<file path="src/rtl/fmul_share_arbiter_if.sv">
// Bundle of every handshake and datapath signal around fmul_share_arbiter.
//   req0_* / req1_*  : requester side (valid/ready, 64-bit operands, round mode)
//   mul_*            : shared pipelined double multiplier (operands, round, result, flag)
//   rsp0_* / rsp1_*  : per-requester response FIFO heads (valid/ready, data, flag)
// slave  : the arbiter's view.
// master : the environment's view (requesters, consumers and the multiplier).
interface fmul_share_arbiter_if;
  logic        req0_valid;
  logic        req0_ready;
  logic [63:0] req0_a;
  logic [63:0] req0_b;
  logic        req0_round;
  logic        req1_valid;
  logic        req1_ready;
  logic [63:0] req1_a;
  logic [63:0] req1_b;
  logic        req1_round;
  logic [63:0] mul_ina;
  logic [63:0] mul_inb;
  logic        mul_round_cfg;
  logic [63:0] mul_out;
  logic [1:0]  mul_flag;
  logic        rsp0_valid;
  logic        rsp0_ready;
  logic [63:0] rsp0_data;
  logic [1:0]  rsp0_flag;
  logic        rsp1_valid;
  logic        rsp1_ready;
  logic [63:0] rsp1_data;
  logic [1:0]  rsp1_flag;

  modport slave (
    input  req0_valid, req0_a, req0_b, req0_round,
    input  req1_valid, req1_a, req1_b, req1_round,
    input  mul_out, mul_flag, rsp0_ready, rsp1_ready,
    output req0_ready, req1_ready, mul_ina, mul_inb, mul_round_cfg,
    output rsp0_valid, rsp0_data, rsp0_flag, rsp1_valid, rsp1_data, rsp1_flag
  );

  modport master (
    output req0_valid, req0_a, req0_b, req0_round,
    output req1_valid, req1_a, req1_b, req1_round,
    output mul_out, mul_flag, rsp0_ready, rsp1_ready,
    input  req0_ready, req1_ready, mul_ina, mul_inb, mul_round_cfg,
    input  rsp0_valid, rsp0_data, rsp0_flag, rsp1_valid, rsp1_data, rsp1_flag
  );
endinterface

</file>
<file path="src/rtl/fmul_share_arbiter.sv">
// Round-robin sharing of one fixed-latency double multiplier between two
// requesters. Each issue carries a {valid, id, round} tag down a LAT+1 deep
// pipe; the round bit is re-timed onto mul_round_cfg for the multiplier's
// final stage, and the tag steers {mul_out, mul_flag} into the issuing
// requester's response FIFO. Per-requester credits (FIFO occupancy plus
// in-flight tags) stop issue before a FIFO could overflow.
// Ports:
//   clk      rising-edge clock
//   reset_n  asynchronous active-low reset
//   bus      fmul_share_arbiter_if.slave (requests, multiplier, responses)
module fmul_share_arbiter #(
  parameter int unsigned LAT   = 2,
  parameter int unsigned DEPTH = 4
) (
  input  logic                clk,
  input  logic                reset_n,
  fmul_share_arbiter_if.slave bus
);

  localparam int unsigned   CW       = $clog2(DEPTH + 1);
  localparam int unsigned   PW       = (DEPTH > 1) ? $clog2(DEPTH) : 1;
  localparam logic [CW-1:0] CNT_MAX  = CW'(DEPTH);
  localparam logic [PW-1:0] PTR_LAST = PW'(DEPTH - 1);

  typedef struct packed {
    logic v;
    logic id;
    logic rnd;
  } tag_t;

  logic [1:0]    req_v, req_rnd, rsp_rdy;
  logic [63:0]   req_a [2];
  logic [63:0]   req_b [2];
  logic [1:0]    elig, grant, push, pop, nonempty;
  logic [CW-1:0] cnt [2];
  logic [CW-1:0] occ [2];
  logic [PW-1:0] rd_ptr [2];
  logic [PW-1:0] wr_ptr [2];
  logic [65:0]   mem [2][DEPTH];
  logic [65:0]   head [2];
  logic          rr_last;
  tag_t          t [LAT+1];
  tag_t          issue;
  logic [63:0]   issue_a, issue_b;
  logic          rnd_src;

  assign req_v    = {bus.req1_valid, bus.req0_valid};
  assign req_rnd  = {bus.req1_round, bus.req0_round};
  assign rsp_rdy  = {bus.rsp1_ready, bus.rsp0_ready};
  assign req_a[0] = bus.req0_a;
  assign req_a[1] = bus.req1_a;
  assign req_b[0] = bus.req0_b;
  assign req_b[1] = bus.req1_b;

  function automatic logic [PW-1:0] ptr_next(input logic [PW-1:0] p);
    return (p == PTR_LAST) ? '0 : p + PW'(1);
  endfunction

  // Grant is a one-hot subset of the valid, credit-eligible requesters;
  // on contention rr_last (last granted id) picks the other one.
  always_comb begin
    elig = '0;
    for (int unsigned i = 0; i < 2; i++) elig[i] = (cnt[i] < CNT_MAX);
    grant = req_v & elig;
    if (grant == 2'b11) grant = rr_last ? 2'b01 : 2'b10;
    issue   = '0;
    issue_a = '0;
    issue_b = '0;
    for (int unsigned i = 0; i < 2; i++) begin
      if (grant[i]) begin
        issue.v   = 1'b1;
        issue.id  = 1'(i);
        issue.rnd = req_rnd[i];
        issue_a   = req_a[i];
        issue_b   = req_b[i];
      end
    end
  end

  assign bus.req0_ready = reset_n & grant[0];
  assign bus.req1_ready = reset_n & grant[1];

  // Registered one stage ahead of the multiplier's final stage so it is
  // stable while that stage samples it.
  if (LAT == 1) begin : g_rnd_issue
    assign rnd_src = issue.rnd;
  end else begin : g_rnd_tag
    assign rnd_src = t[LAT-2].rnd;
  end

  assign push = {t[LAT].v & t[LAT].id, t[LAT].v & ~t[LAT].id};
  assign pop  = nonempty & rsp_rdy;

  always_ff @(posedge clk or negedge reset_n) begin
    if (!reset_n) begin
      rr_last           <= 1'b1;
      bus.mul_ina       <= '0;
      bus.mul_inb       <= '0;
      bus.mul_round_cfg <= 1'b0;
      for (int unsigned k = 0; k <= LAT; k++) t[k] <= '0;
      for (int unsigned i = 0; i < 2; i++) begin
        cnt[i]    <= '0;
        occ[i]    <= '0;
        rd_ptr[i] <= '0;
        wr_ptr[i] <= '0;
      end
    end else begin
      if (issue.v) rr_last <= issue.id;
      bus.mul_ina       <= issue_a;
      bus.mul_inb       <= issue_b;
      bus.mul_round_cfg <= rnd_src;
      t[0] <= issue;
      for (int unsigned k = 1; k <= LAT; k++) t[k] <= t[k-1];
      for (int unsigned i = 0; i < 2; i++) begin
        if (grant[i] && !pop[i])      cnt[i] <= cnt[i] + CW'(1);
        else if (!grant[i] && pop[i]) cnt[i] <= cnt[i] - CW'(1);
        if (push[i] && !pop[i])       occ[i] <= occ[i] + CW'(1);
        else if (!push[i] && pop[i])  occ[i] <= occ[i] - CW'(1);
        if (push[i]) wr_ptr[i] <= ptr_next(wr_ptr[i]);
        if (pop[i])  rd_ptr[i] <= ptr_next(rd_ptr[i]);
      end
    end
  end

  // Storage needs no reset: the head is masked to zero while empty.
  always_ff @(posedge clk) begin
    for (int unsigned i = 0; i < 2; i++) begin
      if (push[i]) mem[i][wr_ptr[i]] <= {bus.mul_flag, bus.mul_out};
    end
  end

  always_comb begin
    for (int unsigned i = 0; i < 2; i++) begin
      nonempty[i] = (occ[i] != '0);
      head[i]     = nonempty[i] ? mem[i][rd_ptr[i]] : '0;
    end
  end

  assign bus.rsp0_valid = nonempty[0];
  assign bus.rsp0_data  = head[0][63:0];
  assign bus.rsp0_flag  = head[0][65:64];
  assign bus.rsp1_valid = nonempty[1];
  assign bus.rsp1_data  = head[1][63:0];
  assign bus.rsp1_flag  = head[1][65:64];

endmodule

</file>
<file path="src/flat_wrapper.sv">
// flat-port wrapper written by rule: the top's interface ports become plain ports
module fmul_share_arbiter_flat 
#(
  parameter int unsigned LAT   = 2,
  parameter int unsigned DEPTH = 4
)
  (clk, reset_n, bus_req0_valid, bus_req0_a, bus_req0_b, bus_req0_round, bus_req1_valid, bus_req1_a, bus_req1_b, bus_req1_round, bus_mul_out, bus_mul_flag, bus_rsp0_ready, bus_rsp1_ready, bus_req0_ready, bus_req1_ready, bus_mul_ina, bus_mul_inb, bus_mul_round_cfg, bus_rsp0_valid, bus_rsp0_data, bus_rsp0_flag, bus_rsp1_valid, bus_rsp1_data, bus_rsp1_flag);
  fmul_share_arbiter_if bus_i ();
  input  logic clk;
  input  logic reset_n;
  input wire logic [$bits(bus_i.req0_valid)-1:0] bus_req0_valid;
  input wire logic [$bits(bus_i.req0_a)-1:0] bus_req0_a;
  input wire logic [$bits(bus_i.req0_b)-1:0] bus_req0_b;
  input wire logic [$bits(bus_i.req0_round)-1:0] bus_req0_round;
  input wire logic [$bits(bus_i.req1_valid)-1:0] bus_req1_valid;
  input wire logic [$bits(bus_i.req1_a)-1:0] bus_req1_a;
  input wire logic [$bits(bus_i.req1_b)-1:0] bus_req1_b;
  input wire logic [$bits(bus_i.req1_round)-1:0] bus_req1_round;
  input wire logic [$bits(bus_i.mul_out)-1:0] bus_mul_out;
  input wire logic [$bits(bus_i.mul_flag)-1:0] bus_mul_flag;
  input wire logic [$bits(bus_i.rsp0_ready)-1:0] bus_rsp0_ready;
  input wire logic [$bits(bus_i.rsp1_ready)-1:0] bus_rsp1_ready;
  output wire logic [$bits(bus_i.req0_ready)-1:0] bus_req0_ready;
  output wire logic [$bits(bus_i.req1_ready)-1:0] bus_req1_ready;
  output wire logic [$bits(bus_i.mul_ina)-1:0] bus_mul_ina;
  output wire logic [$bits(bus_i.mul_inb)-1:0] bus_mul_inb;
  output wire logic [$bits(bus_i.mul_round_cfg)-1:0] bus_mul_round_cfg;
  output wire logic [$bits(bus_i.rsp0_valid)-1:0] bus_rsp0_valid;
  output wire logic [$bits(bus_i.rsp0_data)-1:0] bus_rsp0_data;
  output wire logic [$bits(bus_i.rsp0_flag)-1:0] bus_rsp0_flag;
  output wire logic [$bits(bus_i.rsp1_valid)-1:0] bus_rsp1_valid;
  output wire logic [$bits(bus_i.rsp1_data)-1:0] bus_rsp1_data;
  output wire logic [$bits(bus_i.rsp1_flag)-1:0] bus_rsp1_flag;
  assign bus_i.req0_valid = bus_req0_valid;
  assign bus_i.req0_a = bus_req0_a;
  assign bus_i.req0_b = bus_req0_b;
  assign bus_i.req0_round = bus_req0_round;
  assign bus_i.req1_valid = bus_req1_valid;
  assign bus_i.req1_a = bus_req1_a;
  assign bus_i.req1_b = bus_req1_b;
  assign bus_i.req1_round = bus_req1_round;
  assign bus_i.mul_out = bus_mul_out;
  assign bus_i.mul_flag = bus_mul_flag;
  assign bus_i.rsp0_ready = bus_rsp0_ready;
  assign bus_i.rsp1_ready = bus_rsp1_ready;
  assign bus_req0_ready = bus_i.req0_ready;
  assign bus_req1_ready = bus_i.req1_ready;
  assign bus_mul_ina = bus_i.mul_ina;
  assign bus_mul_inb = bus_i.mul_inb;
  assign bus_mul_round_cfg = bus_i.mul_round_cfg;
  assign bus_rsp0_valid = bus_i.rsp0_valid;
  assign bus_rsp0_data = bus_i.rsp0_data;
  assign bus_rsp0_flag = bus_i.rsp0_flag;
  assign bus_rsp1_valid = bus_i.rsp1_valid;
  assign bus_rsp1_data = bus_i.rsp1_data;
  assign bus_rsp1_flag = bus_i.rsp1_flag;
  fmul_share_arbiter #(.LAT(LAT), .DEPTH(DEPTH)) u_core (.clk(clk), .reset_n(reset_n), .bus(bus_i));
endmodule
</file>
<file path="config.mk">
export PLATFORM = sky130hd
export DESIGN_NAME = fmul_share_arbiter_flat
export DESIGN_NICKNAME = d
export VERILOG_FILES = /design/src/rtl/fmul_share_arbiter_if.sv /design/src/rtl/fmul_share_arbiter.sv /design/src/flat_wrapper.sv
export SDC_FILE = /design/constraint.sdc
export NUM_CORES = 1
export LEC_CHECK = 0
export ABC_AREA = 1
export CAP_MARGIN = 20
export CORE_MARGIN = 3
export CORE_UTILIZATION = 56
export DETAILED_ROUTE_END_ITERATION = 8
export PLACE_DENSITY_LB_ADDON = 0.1
export SLEW_MARGIN = 30
export SYNTH_ARGS = -nofsm -noshare
export SYNTH_HDL_FRONTEND = slang
export SYNTH_SLANG_ARGS = --single-unit
</file>
<file path="constraint.sdc">
create_clock -name clk -period 7.16 [get_ports clk]
set_clock_uncertainty 0.15 [all_clocks]
set_input_delay 0.716 -clock clk [delete_from_list [all_inputs] [get_ports clk]]
set_output_delay 0.716 -clock clk [all_outputs]
set_load 0.05 [all_outputs]
</file>
==> results of run 1 <==
## kinds of logic (layout without fill, tap and decap cells)
logic type,after synthesis,count (layout),share of synthesized area (%)
AND/OR/NAND/NOR,1255,1255,18.6
buffers and inverters,729,1317,10.1
flip-flops,685,685,68.0
AO/OA/AOI/OAI,139,139,2.39
adder cells (fa/ha/maj),18,18,0.877
XOR/XNOR,4,4,0.120
other,0,36,0
## power breakdown
part           switching, mW  internal (mW)  leakage [nW]
sequential             0.325           5.08          6.80
clock                   1.50           2.14          1.11
combinational           6.39           2.51          8.74
total                   8.22           9.73          16.7
## worst max path at each step
stage	end	slack, ns	depth (start not counted)
after global placement	bus_rsp0_data[59]	2.97	6
after global routing	bus_rsp0_data[17]	2.13	6
after detailed placement	bus_rsp0_data[59]	2.92	6
final	bus_rsp0_data[17]	2.25	6
after floorplan	u_core.mem[0][0]	3.04	3
after CTS	bus_rsp0_data[59]	2.27	6
## synthesized netlist by cell type
master and instances:
dfstp_2 1, buf_4 10, nand2_1 703, clkbuf_1 37, inv_2 3, nor2_2 1, nand2_2 1, nor2_4 1
buf_2 98, nand4_1 4, buf_6 6, buf_1 7, edfxtp_1 528, fa_1 4, nor2_1 13, or2_0 2
dfrtp_1 156, ha_1 14, a21oi_1 132, nand3_1 530, xnor2_1 4, o21ai_0 7, inv_1 568
## routing by layer
layer,GRT usage [%],wire [um]
met3,7.76,8980
met2,54.5,46100
met4,20.6,5800
met5,0,80
met1,42.1,33700
## layout make-up
class	instances	area, um2	share of cell area (%)
inverters	571	2150	5.69
flip-flops and latches	685	19800	52.3
well taps	672	841	2.22
multi-input cells	1416	6460	17.1
diodes	36	90.1	0.238
clock buffers	95	1960	5.18
clock inverters	29	317	0.837
repair buffers	622	6210	16.4
## metrics by stage
step | cell area, um2 | total power, mW | utilization, % | worst slack (ns)
floorplan | 29100 | 11.2 | - | 3.04
global placement | 35400 | 14.1 | 69.7 | 2.97
detailed placement | 35400 | 14.3 | 69.8 | 2.92
CTS | 37700 | 17.9 | 74.3 | 2.27
global route | 37800 | 18.6 | 74.5 | 2.13
finish | 37800 | 17.9 | 74.5 | 2.25
## sequential cells by signal, indices dropped and copies added (netlist names)
signal and cells:
u_core.bus.mul_ina 64, u_core.t 6, u_core.rr_last 1, u_core.occ 6, u_core.rd_ptr 4, u_core.cnt 6, u_core.mem 528, u_core.bus.mul_inb 64
u_core.bus.mul_round_cfg 1, u_core.rnd_src 1, u_core.wr_ptr 4
==> results.py, run 1 <==
metrics = {
    "outcome": {
        "status": "finished, final reports clean",
    },
    "synth": {
        "yosysSeqAreaShare_pct": 68.0,
        "yosysWarnings": 0,
        "synth_area_um2": 29100,
        "synth_nets": 3178,
        "syn_inst": 2830,
        "yosysTopAreaCellShare_pct": 54.5,
        "ys_seq_elements": 685,
        "synth_top_cell_by_area": "edfxtp_1",
        "synth_area_per_cell_um2": 10.3,
        "synthTopCellsByArea": "edfxtp_1 (54%), dfrtp_1 (13%), nand3_1 (9.1%)",
        "yosysUniqueCellTypes": 23,
    },
    "power_and_ir_drop": {
        "p_per_area_nw_per_um2": 474,
        "ir_drop_v": 0.000500,
        "leakage_nw": 16.7,
    },
    "global_routing": {
        "grt_usage_pct": 33.9,
        "antenna_found_initial": 43,
        "grt_pass1_wl_um": 137000,
        "grt_max_degree": 97,
        "grt_pass1_vias": 21900,
        "grt_overflow": 0,
    },
    "sta": {
        "rsz0062_at_grt": "no",
        "maxSlewViolCount": 0,
        "setup_viol": 0,
        "worst_pin_slew_ns": 1.03,
        "period_share_pct": 68.6,
        "hold_viol_final": 0,
        "max_slew_margin_pct": 31.3,
        "timing.setup.tns_ns": 0,
        "fmax_mhz": 204,
        "fin_hold_ws_ns": 0.204,
        "period_minus_slack_ns": 4.91,
    },
    "floorplanning": {
        "ioPinCount": 595,
        "rows": 82,
        "design.core.area_um2": 50800,
        "die_h_um": 234,
        "initial_core_util_pct": 57.3,
        "die_w_um": 234,
        "dieArea_um2": 54800,
    },
    "placed_design": {
        "hpwl_um": 61500,
        "io_buffers": 594,
        "placedCellCount": 3964,
        "place_congestion": 0.919,
    },
    "critical_path": {
        "cp.required_ns": 6.29,
        "reg2reg_depth": 6,
        "rrSetupSlack_ns": 4.25,
        "crit_path_frequent_cell": "buf_4",
        "rr_endpoint": "u_core.bus.mul_inb[36]",
        "slowest_stage": "clkdlybuf4s50_1",
        "cp-startpoint": "u_core.rd_ptr[3]",
        "path_class": "reg2out",
        "critPathTopFamily": "buffers and inverters",
        "start_kind": "flop",
        "cp.arrival_ns": 4.04,
        "path_buf_inv": 4,
        "path_max_fanout": 69,
        "endpoint_kind": "output port",
        "slowest_delay_ns": 0.87,
        "cp_cell_sequence": "buf_4 -> inv_2 -> buf_4 -> nand3_1 -> a21oi_1 -> clkdlybuf4s50_1",
        "reg2reg_from": "u_core.cnt[2]",
    },
    "final_layout": {
        "layout.cells.most_common_list": "nand2_1 (702), clkdlybuf4s50_1 (593), inv_1 (565)",
        "fillers": 3464,
        "final_common_cell": "nand2_1",
        "area_growth_pct": 29.9,
        "drive_above_1_share_pct": 4.36,
        "finalNetCount": 3714,
        "layout.cells.non_filler": 4126,
    },
    "routing": {
        "vias": 22500,
        "routed_wl_um": 94700,
        "viasPerCell": 5.44,
        "ant_nets": 0,
        "drc_errors": 0,
        "first_pass_iters": 6,
        "drt_iter0_markers": 2376,
        "routedWlPerCell_um": 23.0,
    },
    "clock_tree": {
        "cts_hold_buffers": 1,
        "cts_tree": "done",
        "clock-sinks": 685,
        "htreeDepth": 3,
        "clock_latency_ns": 0.60,
        "numCtsBuffers": 70,
        "ctsRootBufferMaster": "clkbuf_16",
        "cts_resized": 0,
        "cts_setup_buffers": 0,
        "cts_buffer_depth": 3,
        "path_clk_slew_ns": 0.06,
    },
    "min_path": {
        "min_to": "u_core.t[5]",
        "holdPathStages": 0,
        "min_from": "u_core.t[8]",
        "hold_path.class": "reg2reg",
    },
    "job": {
        "drv_cap": 0,
    },
}
No activity file was read; power rests on OpenSTA's default activity.
==> inputs of run 2 (changes only) <==
--- a/config.mk
+++ b/config.mk
@@ -8,7 +8,7 @@
 export ABC_AREA = 1
 export CAP_MARGIN = 20
 export CORE_MARGIN = 3
-export CORE_UTILIZATION = 56
+export CORE_UTILIZATION = 47
 export DETAILED_ROUTE_END_ITERATION = 8
 export PLACE_DENSITY_LB_ADDON = 0.1
 export SLEW_MARGIN = 30
==> constraint.sdc (replaced) <==
create_clock -name clk -period 4 [get_ports clk]
set_clock_uncertainty 0.15 [all_clocks]
set_input_delay 0.4 -clock clk [delete_from_list [all_inputs] [get_ports clk]]
set_output_delay 0.4 -clock clk [all_outputs]
set_load 0.05 [all_outputs]
==> results.py, run 2 (synthesis results as in run 1) <==
metrics = {
    "outcome": {
        "status": "finished, final reports clean",
    },
    "placed_design": {
        "hpwl_um": 60200,
        "dp_slack_ns": 0.817,
        "io_buffers": 594,
        "place_congestion": 0.830,
        "place_area_um2": 35800,
    },
    "final_layout": {
        "finish.utilization_pct": 62.9,
        "layout.cells.most_common_list": "nand2_1 (702), clkdlybuf4s50_1 (579), inv_1 (565)",
        "final_common_cell": "nand2_1",
        "finalNetCount": 3730,
        "area_growth_pct": 31.4,
        "post-route-cell-area_um2": 38200,
        "fillers": 4798,
        "largest_reg_flops": 528,
        "drive_above_1_share_pct": 5.20,
    },
    "sta": {
        "worst_pin_slew_ns": 0.941,
        "max_slew_margin_pct": 37.2,
        "hold_viol_final": 0,
        "fmax_mhz": 261,
        "period_share_pct": 95.8,
        "period_minus_slack_ns": 3.83,
        "maxSlewViolCount": 0,
        "finalWorstSetupSlack_ns": 0.167,
        "setup_viol": 0,
        "rsz0062_at_grt": "no",
    },
    "global_routing": {
        "grt_pass1_wl_um": 132000,
        "grt_usage_pct": 27.3,
        "grt_max_degree": 158,
        "grt_pass1_vias": 21400,
        "antenna_found_initial": 30,
        "grt_overflow": 0,
    },
    "power_and_ir_drop": {
        "netSwitchingPower_mw": 14.7,
        "p_per_area_nw_per_um2": 845,
        "swShare_pct": 45.5,
        "comb_power_share_pct": 49.9,
        "p_int_mw": 17.6,
        "leakage_nw": 16.8,
        "clockPowerShare_pct": 20.7,
        "pwr-share-seq_pct": 29.4,
        "ir_drop_v": 0.000746,
    },
    "clock_tree": {
        "cts_tree": "done",
        "clock_latency_ns": 0.60,
        "cts_buffer_depth": 3,
        "path_clk_slew_ns": 0.06,
        "ctsRootBufferMaster": "clkbuf_16",
        "htreeDepth": 3,
        "cts_setup_buffers": 0,
        "clock-sinks": 685,
        "cts_resized": 0,
        "numCtsBuffers": 74,
    },
    "min_path": {
        "hold_path.class": "reg2reg",
    },
    "critical_path": {
        "path_class": "reg2out",
        "cp_cell_sequence": "inv_4 -> buf_4 -> nand2_1 -> nand3_1 -> a21oi_1 -> clkdlybuf4s50_1",
        "slowest_stage": "clkdlybuf4s50_1",
        "cp.required_ns": 3.45,
        "endpoint_kind": "output port",
        "path_max_fanout": 44,
        "slowest_delay_ns": 0.78,
        "cp.arrival_ns": 3.28,
        "start_kind": "flop",
    },
    "floorplanning": {
        "dieArea_um2": 65000,
        "design.core.area_um2": 60800,
        "initial_core_util_pct": 47.9,
        "ioPinCount": 595,
        "die_h_um": 255,
        "die_w_um": 255,
        "rows": 90,
    },
    "routing": {
        "drt_iter0_markers": 1668,
        "first_pass_iters": 5,
        "vias": 21900,
        "drc_errors": 0,
        "viasPerCell": 5.17,
        "routedWlPerCell_um": 21.5,
        "routed_wl_um": 91400,
        "ant_nets": 0,
    },
    "job": {
        "drv_cap": 0,
    },
}
-- run 2: cell count changes in the layout (fill, tap and decap cells not counted), moves of 4 or more --
| cell | previous run | this run |
|---|---|---|
| clkinv_1 | 8 | 19 |
| clkdlybuf4s50_1 | 593 | 579 |
| buf_6 | 11 | 1 |
| buf_12 | 1 | 16 |
| clkbuf_1 | 18 | 14 |
| diode_2 | 36 | 20 |
| buf_4 | 16 | 36 |
-- run 2: final timing paths --
check	start	endpoint	slack [ns]	cells past startpoint
min in group asynchronous	reset_n	u_core.bus.mul_ina[43]	0.23	3
max reg2reg	u_core.cnt[5]	u_core.cnt[1]	1.48	9
min reg2reg	u_core.rnd_src	u_core.bus.mul_round_cfg	0.20	0
max in group asynchronous	reset_n	u_core.rd_ptr[0]	2.52	4
max	u_core.rd_ptr[0]	bus_rsp1_data[47]	0.17	6
min	u_core.rnd_src	u_core.bus.mul_round_cfg	0.20	0
-- run 2: repair_timing --
| item | CTS | global route |
|---|---|---|
| endpoints found under the hold margin | 156 | 0 |
| hold buffers | 1 | 0 |
| setup endpoints to repair | 0 | 0 |
-- run 2: stage by stage --
step                total power [mW]  cells  TNS [ns]  hold WS, ns
floorplan                       20.0   2830    -32.90      -0.0456
global placement                25.6   4086         0        0.185
detailed placement              25.8   4086         0        0.186
CTS                             32.5   4222         0        0.174
global route                    33.7   4239         0        0.193
finish                          32.3   4243         0        0.199
-- run 2: power by group through the flow --
stage / sequential [mW] / combinational, mW / clock (mW)
2_1_floorplan: 11.0 / 9.00 / 0
3_3_place_gp: 9.58 / 16.0 / 0
3_5_place_dp: 9.64 / 16.2 / 0
4_1_cts: 9.50 / 16.2 / 6.80
5_1_grt: 9.60 / 17.1 / 7.06
6_report: 9.50 / 16.1 / 6.68
-- run 2: worst max-delay path: cells and delay by family, from the launching register on --
family / cells / cell delay [ns]
flops: 1 / 0.60
simple gates: 2 / 0.21
buf+inv: 3 / 1.68
compound gates: 1 / 0.15
-- run 2: per-layer routing --
layer	share of wire (%)	track usage [%]
met5	0.027	0
met4	4.3	12.9
met3	7.8	6.78
met2	50	46.6
met1	38	32.7
-- run 2: cell type report --
cell class	count	area, um2	share of cell area (%)
Multi-Input combinational cell	1416	6460	16.9
Antenna cell	20	50.0	0.131
Timing Repair Buffer	634	6430	16.8
Clock buffer	95	2020	5.29
Inverter	571	2150	5.62
Sequential cell	685	19800	51.8
Clock inverter	40	350	0.916
Tap cell	782	978	2.56
==> inputs of run 3 (changes only) <==
--- a/config.mk
+++ b/config.mk
@@ -5,10 +5,10 @@
 export SDC_FILE = /design/constraint.sdc
 export NUM_CORES = 1
 export LEC_CHECK = 0
-export ABC_AREA = 1
+export ABC_AREA = 0
 export CAP_MARGIN = 20
 export CORE_MARGIN = 3
-export CORE_UTILIZATION = 47
+export CORE_UTILIZATION = 45
 export DETAILED_ROUTE_END_ITERATION = 8
 export PLACE_DENSITY_LB_ADDON = 0.1
 export SLEW_MARGIN = 30
==> results.py, run 3 <==
metrics = {
    "synth": {
        "synthTopCellsByArea": "edfxtp_1 (61%), dfrtp_1 (15%), mux4_2 (11%)",
        "synth_nets": 1587,
        "yosysSeqAreaShare_pct": 76.5,
        "synth_area_um2": 25900,
        "ys_seq_elements": 685,
        "yosysUniqueCellTypes": 30,
        "synth_area_per_cell_um2": 20.9,
        "yosysWarnings": 0,
        "synth-edff-count": 528,
        "synthTopCellsByCount": "edfxtp_1 (528), dfrtp_1 (156), and2_1 (138)",
        "async_flop_share_pct": 22.9,
        "synth_most_common_cell": "edfxtp_1",
        "yosysTopAreaCellShare_pct": 61.3,
        "synth_top_cell_by_area": "edfxtp_1",
        "synthFlopType": "edfxtp_1",
        "syn_inst": 1239,
    },
    "critical_path": {
        "rr_endpoint": "u_core.occ[2]",
        "cp_cell_sequence": "buf_12 -> mux4_2 -> and2_1 -> clkdlybuf4s50_1",
        "endpoint_kind": "output port",
        "path_class": "reg2out",
        "cp.arrival_ns": 3.23,
        "reg2reg_from": "u_core.occ[1]",
        "cp-startpoint": "u_core.rd_ptr[2]",
        "slowest_stage": "dfrtp_4",
        "reg2reg_depth": 8,
        "start_kind": "flop",
        "slowest_delay_ns": 0.80,
        "rrSetupSlack_ns": 1.00,
        "cp.required_ns": 3.45,
        "path_max_fanout": 25,
    },
    "clock_tree": {
        "clock-sinks": 685,
        "cts_tree": "done",
        "path_clk_slew_ns": 0.06,
        "numCtsBuffers": 71,
        "clock_latency_ns": 0.59,
        "cts_buffer_depth": 3,
        "ctsRootBufferMaster": "clkbuf_16",
        "htreeDepth": 3,
        "cts_setup_buffers": 0,
    },
    "power_and_ir_drop": {
        "p_int_mw": 17.7,
        "clockPowerShare_pct": 21.4,
        "p_per_area_nw_per_um2": 838,
        "ir_drop_v": 0.000675,
        "pwr-share-seq_pct": 33.3,
        "leakage_nw": 12.4,
        "netSwitchingPower_mw": 11.7,
        "comb_power_share_pct": 45.3,
        "swShare_pct": 39.7,
    },
    "final_layout": {
        "finalNetCount": 2211,
        "area_growth_pct": 35.3,
        "fillers": 4157,
        "finish.utilization_pct": 61.8,
        "final_common_cell": "clkdlybuf4s50_1",
        "drive_above_1_share_pct": 14.9,
        "largest_reg_flops": 528,
        "layout.cells.most_common_list": "clkdlybuf4s50_1 (593), edfxtp_1 (528), dfrtp_1 (152)",
    },
    "placed_design": {
        "io_buffers": 594,
        "hpwl_um": 52300,
        "place_congestion": 0.880,
    },
    "sta": {
        "max_slew_margin_pct": 40.4,
        "fmax_mhz": 264,
        "hold_viol_final": 0,
        "worst_pin_slew_ns": 0.893,
        "timing.setup.tns_ns": 0,
        "maxSlewViolCount": 0,
        "setup_viol": 0,
        "period_minus_slack_ns": 3.78,
        "period_share_pct": 94.6,
        "rsz0062_at_grt": "no",
    },
    "routing": {
        "routedWlPerCell_um": 27.9,
        "drc_errors": 0,
        "ant_nets": 0,
        "routed_wl_um": 74900,
        "drt_iter0_markers": 974,
        "first_pass_iters": 5,
        "viasPerCell": 5.38,
        "vias": 14400,
    },
    "global_routing": {
        "grt_overflow": 0,
        "grt_pass1_wl_um": 108000,
        "antenna_found_initial": 23,
        "grt_usage_pct": 24.9,
        "grt_max_degree": 131,
        "grt_pass1_vias": 15100,
    },
    "min_path": {
        "hold_path.class": "in2async",
    },
    "job": {
        "drv_cap": 0,
    },
    "floorplanning": {
        "die_w_um": 246,
        "design.core.area_um2": 56600,
        "rows": 87,
        "ioPinCount": 595,
        "die_h_um": 246,
        "initial_core_util_pct": 45.7,
        "dieArea_um2": 60400,
    },
    "outcome": {
        "status": "finished, final reports clean",
    },
}
run 3: cells by family after synthesis:
group | after synthesis | share of synthesized area, %
AND/OR/NAND/NOR | 165 | 3.85
XOR/XNOR | 12 | 0.406
adder cells (fa/ha/maj) | 18 | 0.987
AO/OA/AOI/OAI | 135 | 4.50
flip-flops | 685 | 76.5
buffers and inverters | 84 | 1.94
multiplexers | 140 | 11.8
run 3: cell type report:
cell class / count / area, um2 / area share [%]
inverters: 10 / 37.5 / 0.107
clock inverters: 32 / 240 / 0.686
well taps: 756 / 946 / 2.70
diodes: 13 / 32.5 / 0.0929
repair buffers: 625 / 6360 / 18.2
flip-flops and latches: 685 / 19800 / 56.6
multi-input cells: 470 / 5640 / 16.1
clock buffers: 92 / 1950 / 5.57
run 3: what timing repair did:
action | in CTS | in global routing
hold buffers | 1 | 0
gates resized for setup | 0 | 0
hold endpoints to repair | 30 | 0
run 3: critical path: cells and delay by family, from the launching register on:
family / cells / cell delay, ns
buffers and inverters: 2 / 1.02
muxes: 1 / 0.52
DFF: 1 / 0.80
and+or+nand+nor: 1 / 0.23
run 3: worst max-delay path by stage:
stage,to,slack [ns],cells after the start
after floorplan,u_core.mem[0][100],1.09,3
after global placement,bus_rsp1_data[24],0.79,4
after detailed placement,bus_rsp1_data[54],0.78,4
after CTS,bus_rsp1_data[54],0.14,4
after global routing,bus_rsp1_data[19],0.03,4
final,bus_rsp0_data[6],0.22,4
run 3: power groups by stage:
stage	clock (mW)	combinational [mW]	sequential, mW
6_report	6.27	13.3	9.77
3_5_place_dp	0	13.4	9.92
2_1_floorplan	0	7.75	10.9
5_1_grt	6.72	13.9	9.92
3_3_place_gp	0	13.4	9.88
4_1_cts	6.42	13.5	9.80
run 3: layer usage:
layer	GRT usage, %	part of all wire, %	wire length, um	vias to the layer above
met1	32.8	40	30100	7506
met3	6.52	7.8	5840	124
li1	-	-	-	6207
met4	8.70	2.6	1970	6
met5	0	0.037	28	-
met2	40.4	49	37000	596
run 3: per-stage QoR:
step                std cells  power [mW]  setup WS [ns]  hold WS, ns  cell area [um2]
global placement         2542        23.2          0.787        0.160            32700
CTS                      2670        29.7          0.137       0.0910            35000
detailed placement       2545        23.3          0.777        0.164            32800
global route             2680        30.5         0.0339        0.126            35000
finish                   2683        29.3          0.217        0.108            35000
floorplan                1239        18.6           1.09      -0.0456            25900
